[src/rtl/pool_stream_ctrl_if.sv]
// Stream handshake bundle for pool_stream_ctrl: frame control, pixel input
// stream and pooled pixel output stream. The optional start-of-frame check
// signals exist only when POOL_SOF_CHECK_EN is defined.
interface pool_stream_ctrl_if #(
  parameter int PX_SIZE = 8
);
  logic               start;
  logic               busy;
  logic [PX_SIZE-1:0] in_px;
  logic               in_valid;
  logic               in_ready;
  logic [PX_SIZE-1:0] out_px;
  logic               out_valid;
  logic               out_ready;
  logic               frame_done;
`ifdef POOL_SOF_CHECK_EN
  logic               in_sof;
  logic               sof_err;

  modport master (
    output start, in_px, in_valid, out_ready, in_sof,
    input  busy, in_ready, out_px, out_valid, frame_done, sof_err
  );
  modport slave (
    input  start, in_px, in_valid, out_ready, in_sof,
    output busy, in_ready, out_px, out_valid, frame_done, sof_err
  );
`else
  modport master (
    output start, in_px, in_valid, out_ready,
    input  busy, in_ready, out_px, out_valid, frame_done
  );
  modport slave (
    input  start, in_px, in_valid, out_ready,
    output busy, in_ready, out_px, out_valid, frame_done
  );
`endif
endinterface

[src/rtl/pool_stream_ctrl.sv]
// pool_stream_ctrl: raster-stream max-pool sequencer.
// Consumes INPUT_SIZE^2 pixels per frame, keeps a running max per output
// column, and emits one pooled pixel per completed KxK window (stride K).
// Optional feature macro: POOL_SOF_CHECK_EN (in_sof input, sticky sof_err).
module pool_stream_ctrl #(
  parameter int INPUT_SIZE  = 6,
  parameter int KERNEL_SIZE = 2,
  parameter int PX_SIZE     = 8
) (
  input logic            clk,
  input logic            rst_n,
  pool_stream_ctrl_if.slave io_bus
);
  localparam int OUTPUT_SIZE = INPUT_SIZE / KERNEL_SIZE;
  localparam int CROP        = OUTPUT_SIZE * KERNEL_SIZE;
  // Counter width holds INPUT_SIZE itself so KERNEL_SIZE/CROP constants fit.
  localparam int CW = $clog2(INPUT_SIZE + 1);
  localparam int OW = (OUTPUT_SIZE > 1) ? $clog2(OUTPUT_SIZE) : 1;

  typedef enum logic [1:0] {S_IDLE, S_RUN, S_DRAIN} state_t;

  state_t             r_state;
  logic [CW-1:0]      r_row;
  logic [CW-1:0]      r_col;
  logic [PX_SIZE-1:0] r_out_px;
  logic               r_out_valid;
  logic               r_frame_done;
  logic [PX_SIZE-1:0] r_buf [OUTPUT_SIZE];

  logic               w_in_ready;
  logic               w_acc;
  logic               w_restart;
  logic [CW-1:0]      w_row;
  logic [CW-1:0]      w_col;
  logic [CW-1:0]      w_wr;
  logic [CW-1:0]      w_wc;
  logic [OW-1:0]      w_oc;
  logic               w_in_win;
  logic               w_first;
  logic               w_close;
  logic               w_last;
  logic               w_load;
  logic [PX_SIZE-1:0] w_cur;
  logic [PX_SIZE-1:0] w_max;

  // Single output register: accept a pixel only if the result slot is free
  // or is being drained this cycle.
  assign w_in_ready = (r_state == S_RUN) && (!r_out_valid || io_bus.out_ready);
  assign w_acc      = io_bus.in_valid && w_in_ready;

`ifdef POOL_SOF_CHECK_EN
  logic r_sof_err;
  logic w_sof_bad;
  // An in_sof away from the origin resynchronises the position to (0,0);
  // any disagreement between in_sof and the origin is flagged.
  assign w_restart = io_bus.in_sof && ((r_row != '0) || (r_col != '0));
  assign w_sof_bad = w_acc && (io_bus.in_sof != ((r_row == '0) && (r_col == '0)));
  assign io_bus.sof_err = r_sof_err;
`else
  assign w_restart = 1'b0;
`endif

  // Effective position of the current pixel and its place in the window.
  assign w_row    = w_restart ? '0 : r_row;
  assign w_col    = w_restart ? '0 : r_col;
  assign w_wr     = w_row % CW'(KERNEL_SIZE);
  assign w_wc     = w_col % CW'(KERNEL_SIZE);
  assign w_oc     = OW'(w_col / CW'(KERNEL_SIZE));
  assign w_in_win = (w_row < CW'(CROP)) && (w_col < CW'(CROP));
  assign w_first  = (w_wr == '0) && (w_wc == '0);
  assign w_close  = (w_wr == CW'(KERNEL_SIZE - 1)) && (w_wc == CW'(KERNEL_SIZE - 1));
  assign w_last   = (w_row == CW'(INPUT_SIZE - 1)) && (w_col == CW'(INPUT_SIZE - 1));
  assign w_load   = w_acc && w_in_win && w_close;
  assign w_cur    = r_buf[w_oc];
  assign w_max    = (io_bus.in_px > w_cur) ? io_bus.in_px : w_cur;

  assign io_bus.in_ready   = w_in_ready;
  assign io_bus.busy       = (r_state != S_IDLE);
  assign io_bus.out_px     = r_out_px;
  assign io_bus.out_valid  = r_out_valid;
  assign io_bus.frame_done = r_frame_done;

  // Frame FSM, raster counters and the pooled-pixel output register.
  always_ff @(posedge clk or negedge rst_n) begin
    if (!rst_n) begin
      r_state      <= S_IDLE;
      r_row        <= '0;
      r_col        <= '0;
      r_out_px     <= '0;
      r_out_valid  <= 1'b0;
      r_frame_done <= 1'b0;
`ifdef POOL_SOF_CHECK_EN
      r_sof_err    <= 1'b0;
`endif
    end else begin
      r_frame_done <= 1'b0;
      // A load wins over a drain so both can happen in one cycle.
      if (w_load) begin
        r_out_px    <= w_max;
        r_out_valid <= 1'b1;
      end else if (io_bus.out_ready) begin
        r_out_valid <= 1'b0;
      end
      case (r_state)
        S_IDLE: begin
          if (io_bus.start) begin
            r_state <= S_RUN;
            r_row   <= '0;
            r_col   <= '0;
`ifdef POOL_SOF_CHECK_EN
            r_sof_err <= 1'b0;
`endif
          end
        end
        S_RUN: begin
          if (w_acc) begin
            if (w_col == CW'(INPUT_SIZE - 1)) begin
              r_col <= '0;
              r_row <= (w_row == CW'(INPUT_SIZE - 1)) ? '0 : w_row + CW'(1);
            end else begin
              r_col <= w_col + CW'(1);
              r_row <= w_row;
            end
            if (w_last) r_state <= S_DRAIN;
          end
        end
        S_DRAIN: begin
          // With cropping the final result may already be gone by now.
          if (!r_out_valid || io_bus.out_ready) begin
            r_frame_done <= 1'b1;
            r_state      <= S_IDLE;
          end
        end
        default: r_state <= S_IDLE;
      endcase
`ifdef POOL_SOF_CHECK_EN
      if (w_sof_bad) r_sof_err <= 1'b1;
`endif
    end
  end

  // Running max per output column; a window start overwrites the entry.
  always_ff @(posedge clk or negedge rst_n) begin
    if (!rst_n) begin
      for (int i = 0; i < OUTPUT_SIZE; i++) r_buf[i] <= '0;
    end else if (w_acc && w_in_win) begin
      r_buf[w_oc] <= w_first ? io_bus.in_px : w_max;
    end
  end

endmodule

[src/flat_wrapper.sv]
// flat-port wrapper written by rule: the top's interface ports become plain ports
module pool_stream_ctrl_flat 
#(
  parameter int INPUT_SIZE  = 6,
  parameter int KERNEL_SIZE = 2,
  parameter int PX_SIZE     = 8
)
  (clk, rst_n, io_bus_start, io_bus_in_px, io_bus_in_valid, io_bus_out_ready, io_bus_busy, io_bus_in_ready, io_bus_out_px, io_bus_out_valid, io_bus_frame_done);
  pool_stream_ctrl_if #(.PX_SIZE(PX_SIZE)) io_bus_i ();
  input logic clk;
  input logic rst_n;
  input wire logic [$bits(io_bus_i.start)-1:0] io_bus_start;
  input wire logic [$bits(io_bus_i.in_px)-1:0] io_bus_in_px;
  input wire logic [$bits(io_bus_i.in_valid)-1:0] io_bus_in_valid;
  input wire logic [$bits(io_bus_i.out_ready)-1:0] io_bus_out_ready;
  output wire logic [$bits(io_bus_i.busy)-1:0] io_bus_busy;
  output wire logic [$bits(io_bus_i.in_ready)-1:0] io_bus_in_ready;
  output wire logic [$bits(io_bus_i.out_px)-1:0] io_bus_out_px;
  output wire logic [$bits(io_bus_i.out_valid)-1:0] io_bus_out_valid;
  output wire logic [$bits(io_bus_i.frame_done)-1:0] io_bus_frame_done;
  assign io_bus_i.start = io_bus_start;
  assign io_bus_i.in_px = io_bus_in_px;
  assign io_bus_i.in_valid = io_bus_in_valid;
  assign io_bus_i.out_ready = io_bus_out_ready;
  assign io_bus_busy = io_bus_i.busy;
  assign io_bus_in_ready = io_bus_i.in_ready;
  assign io_bus_out_px = io_bus_i.out_px;
  assign io_bus_out_valid = io_bus_i.out_valid;
  assign io_bus_frame_done = io_bus_i.frame_done;
  pool_stream_ctrl #(.INPUT_SIZE(INPUT_SIZE), .KERNEL_SIZE(KERNEL_SIZE), .PX_SIZE(PX_SIZE)) u_core (.clk(clk), .rst_n(rst_n), .io_bus(io_bus_i));
endmodule
[config.mk]
export PLATFORM = sky130hd
export DESIGN_NAME = pool_stream_ctrl_flat
export DESIGN_NICKNAME = d
export VERILOG_FILES = /design/src/rtl/pool_stream_ctrl_if.sv /design/src/rtl/pool_stream_ctrl.sv /design/src/flat_wrapper.sv
export SDC_FILE = /design/constraint.sdc
export NUM_CORES = 1
export LEC_CHECK = 0
export ABC_AREA = 1
export ABC_CLOCK_PERIOD_IN_PS = 5000
export CORE_MARGIN = 2
export CORE_UTILIZATION = 42
export DETAILED_ROUTE_END_ITERATION = 10
export PLACE_DENSITY = 0.63
export RECOVER_POWER = 100
export SLEW_MARGIN = 20
export SYNTH_ARGS = -nofsm -noshare
export SYNTH_HDL_FRONTEND = slang
export SYNTH_SLANG_ARGS = --single-unit
[constraint.sdc]
create_clock -name clk -period 5 [get_ports clk]
set_input_delay 1.25 -clock clk [delete_from_list [all_inputs] [get_ports clk]]
set_output_delay 1.25 -clock clk [all_outputs]
set_load 0.1 [all_outputs]
# Yosys cells after proc, flatten, opt, wreduce, memory -nomap -nowiden
# Index checks and enable logic that the tools add are counted.
# Widths: inputs -> output; s select.
dict set report op_classes {
  n_shift 0
  n_div 0
  order_cmp 5
  add_sub_neg 2
  bitwise_logic 1
  multipliers 0
  eq_ne 9
  n_reduce_logical 20
  n_mux 25
}
# cell count
set op_table {}
lappend op_table {{$mux 8} 5}
lappend op_table {{$bwmux 24} 1}
lappend op_table {{$mux 3} 6}
lappend op_table {{$bmux 8 s2} 1}
lappend op_table {{$demux 8 s2} 1}
lappend op_table {{$pmux 3 s2} 2}
lappend op_table {{$logic_and 1x1->1} 9}
lappend op_table {{$gt 8x8->1} 1}
lappend op_table {{$mux 2} 4}
lappend op_table {{$reduce_and 4->1} 2}
lappend op_table {{$add 3x1->3 const B} 2}
lappend op_table {{$eq 3x3->1 const B} 2}
lappend op_table {{$logic_not 3->1} 2}
lappend op_table {{$lt 3x3->1 const B} 2}
lappend op_table {{$ne 2x1->1 const B} 3}
lappend op_table {{$pmux 2 s3} 1}
lappend op_table {{$reduce_bool 2->1} 3}
lappend op_table {{$mux 1} 4}
lappend op_table {{$ne 2x2->1 const B} 2}
lappend op_table {{$ge 3x3->1 const B} 1}
lappend op_table {{$lt 3x1->1 const B} 1}
lappend op_table {{$not 2->3} 1}
lappend op_table {{$reduce_and 3->1} 1}
lappend op_table {{$eq 2x1->1 const B} 1}
lappend op_table {{4 further kinds} 4}
dict set report totals {
  register_bits 42
  elab_cells 71
  inputBits 13
  mem_bits_rw 0
  latchBits 0
  output_inout_bits 12
  romBits 0
  memories 0
}

# Longest topological paths before layout
dict set report logic_depth {
  word_depth 8
  ltp_mapped 18
  ltp_nobuf 18
}

# Worst setup path before layout
# Ideal clock, no wire load.
dict set report synth_path {
  path_type {input-to-output}
  from {input io_bus_out_ready}
  to {output io_bus_in_ready}
  setup_slack_ns 0.999
  path_stages 4
  path_buffers 0
  t_required_ns 3.750
  arrival_ns 2.751
  cell_sequence {inv_1 > nand2_1 > inv_1 > nor2_1}
}
dict set report synth_via {
  elab_chain_len 2
}
# element line
set synth_lines {}
lappend synth_lines {{start, declared} flat_wrapper.sv:15} ;# input wire logic [$bits(io_bus_i.out_ready)-1:0] io_bus_out_ready;
lappend synth_lines {{$logic_or 1x1->1} pool_stream_ctrl.sv:48} ;# assign w_in_ready = (r_state == S_RUN) && (!r_out_valid || io_bus.out_ready);
lappend synth_lines {{$logic_and 1x1->1} pool_stream_ctrl.sv:48}
lappend synth_lines {{end, declared} flat_wrapper.sv:17} ;# output wire logic [$bits(io_bus_i.in_ready)-1:0] io_bus_in_ready;
# No other way between the ends.

# Worst setup path after layout
# Same ends and word-level chain as after synthesis.

==> results.toml <==
[place]
dp_cells = 398
port_buffers = 24
dpl.hpwl_um = 3860
place_congestion = 0.825

[die]
die_w_um = 78.9
dieArea_um2 = 6220
die_y_um = 78.9
pin_count = 25
row_count = 27
core_area_um2 = 5470
start_util = 0.430

[finish]
area_growth_pct = 17.8
final_cell_mix = "nand2_1, nand3_1, dfrtp_1, inv_1, nor2_1"
antenna_cells = 0
finalNetCount = 354
mostFrequentLayoutCell = "nand2_1"
fill_cells = 556
drive_gt1_frac = 0.0958
final_cells = 406

[detailed_routing]
drt_iter0_drc = 126
drc_errors = 0
wire_per_inst_um = 14.1
vias = 2058
wirelength_um = 5720
via_per_inst = 5.07
drt_pass1_iterations = 4
ant_nets = 0

[clock_tree]
clk_latency_ns = 0.30
hold_buffers = 0
htree_levels = 2
clk_pin_slew_ns = 0.08
clockBufferDepth = 2
cts_tree = "done"
cts_made_buffers = 5
cts_root_buffer = "clkbuf_8"
post_cts_buffers = 0
numClockSinks = 42
ctsResizeCount = 0

[yosys]
seq_area_frac_synth = 0.447
synth-seq-cells = 42
synthTopCellsByArea = "dfrtp_1, nand2_1, nand3_1"
synth_top_area_frac = 0.447
syn_nets = 325
synth_cell_types = 26
avgSynthCellArea_um2 = 7.74
syn_area_um2 = 2350
yosysTopAreaCell = "dfrtp_1"
yosysWarnings = 0
syn_inst = 304

[timing]
period_minus_slack_ns = 4.19
rsz0062_at_grt = "false"
finalHoldViolations = 0
setup_viol = 0
slew_headroom = -0.507
fin_setup_tns_ns = 0
min_period_over_period = 0.837
fmax_mhz = 239
worst_pin_slew_ns = 2.26
drv_slew = 43
skew_ns = 0.0102

[critical_path]
crit_chain = "dlygate4sd3_1, inv_1, nand2_1, inv_1, nor2_1, clkbuf_1"
end_kind = "output pin"
required_ns = 3.75
critPathMaxFanout = 3
cp_common_cell = "inv_1"
path_class = "input port to output pin"
cpPeakStageDelay_ns = 0.87
arrival_ns = 2.94
startpoint_type = "input port"
cp.buffers_inverters = 4
slowest_stage = "clkbuf_1"
cp_top_family = "buffers and inverters"

[outcome]
violations = "capacitance limit, slew limit"
status = "complete, but fails checks"

[global_routing]
antenna_found_initial = 0
grt_pass1_vias = 2067
track_usage = 0.202
grt_max_degree = 43
overflow = 0
grt_pass1_wl_um = 9720

[flow_run]
cap_violations = 1

[hold_path]
hold_path.class = "register to register"
cell type report:
class                   count  area [um^2]  area share
well taps                  72         90.1      0.0325
multi-input cells         229         1140       0.411
repair buffers             24          228      0.0821
clock buffers               6         82.6      0.0298
flip-flops and latches     42         1050       0.379
clock inverters             2         60.1      0.0217
inverters                  31          121      0.0438
metal layers:
| metal | routed length (um) | track usage |
|---|---|---|
| met1 | 2570 | 0.266 |
| met2 | 2650 | 0.334 |
| met3 | 434 | 0.0398 |
| met4 | 72 | 0.0672 |
| met5 | 0 | 0 |
cells by family (layout without fill, tap and decap cells):
family / count (synthesis) / in the layout / synth area share
DFF: 42 / 42 / 0.447
xor gates and xnor gates: 1 / 1 / 0.00372
adders and majority gates: 8 / 8 / 0.0425
buffers and inverters: 33 / 63 / 0.0579
AOI/OAI and AO/OA: 22 / 22 / 0.0563
and+or+nand+nor: 198 / 198 / 0.393
tightest hold or removal path: cells and delay by family, from the launching register on:
kind	cells	cell delay, ns
DFF	1	0.35
and+or+nand+nor	2	0.10
state kept, by name, indices dropped and copies added, names as in the netlist:
signal,flops
u_core.io_bus.frame_done,1
u_core.io_bus.out_px,8
u_core.io_bus.out_valid,1
u_core.r_buf,24
u_core.r_col,3
u_core.r_row,3
u_core.r_state,2
worst paths after layout:
kind                             startpoint                to  slack [ns]  cells after the start
max                        io_bus_out_ready   io_bus_in_ready        0.81                      6
min                        u_core.r_buf[21]  u_core.r_buf[21]        0.49                      2
max reg2reg                 u_core.r_col[1]   u_core.r_buf[3]        2.07                     15
min reg2reg                u_core.r_buf[21]  u_core.r_buf[21]        0.49                      2
max in group asynchronous             rst_n  u_core.r_buf[14]        2.09                      1
min in group asynchronous             rst_n   u_core.r_row[2]        1.62                      1
synthesized netlist by cell type:
library cell and n:
a21o_1 1, a21oi_1 6, a21oi_2 1, a22oi_1 2, a31oi_1 9, buf_6 1
clkbuf_1 1, clkinv_4 1, dfrtp_1 42, ha_1 8, inv_1 19, inv_2 11
nand2_1 111, nand2_2 1, nand3_1 52, nand3_4 1, nand4_2 1, nand4_4 1
nor2_1 17, nor2_4 5, nor2_8 1, o21ai_0 1, o21ai_1 2, or2_1 3
or2_2 5, xor2_1 1
through the flow:
step | setup WS (ns) | hold slack [ns] | util | cell area [um^2]
after detailed placement | 1.40 | 0.465 | 0.486 | 2660
after CTS | 1.39 | 0.486 | 0.512 | 2800
after global placement | 1.41 | 0.463 | 0.486 | 2660
after global routing | 0.757 | 0.512 | 0.507 | 2770
final | 0.814 | 0.485 | 0.507 | 2770
after floorplan | 0.999 | 0.449 | - | 2350
Power is not shown: default switching activity piles up to over one toggle a cycle in this logic, so the estimate is an artifact.
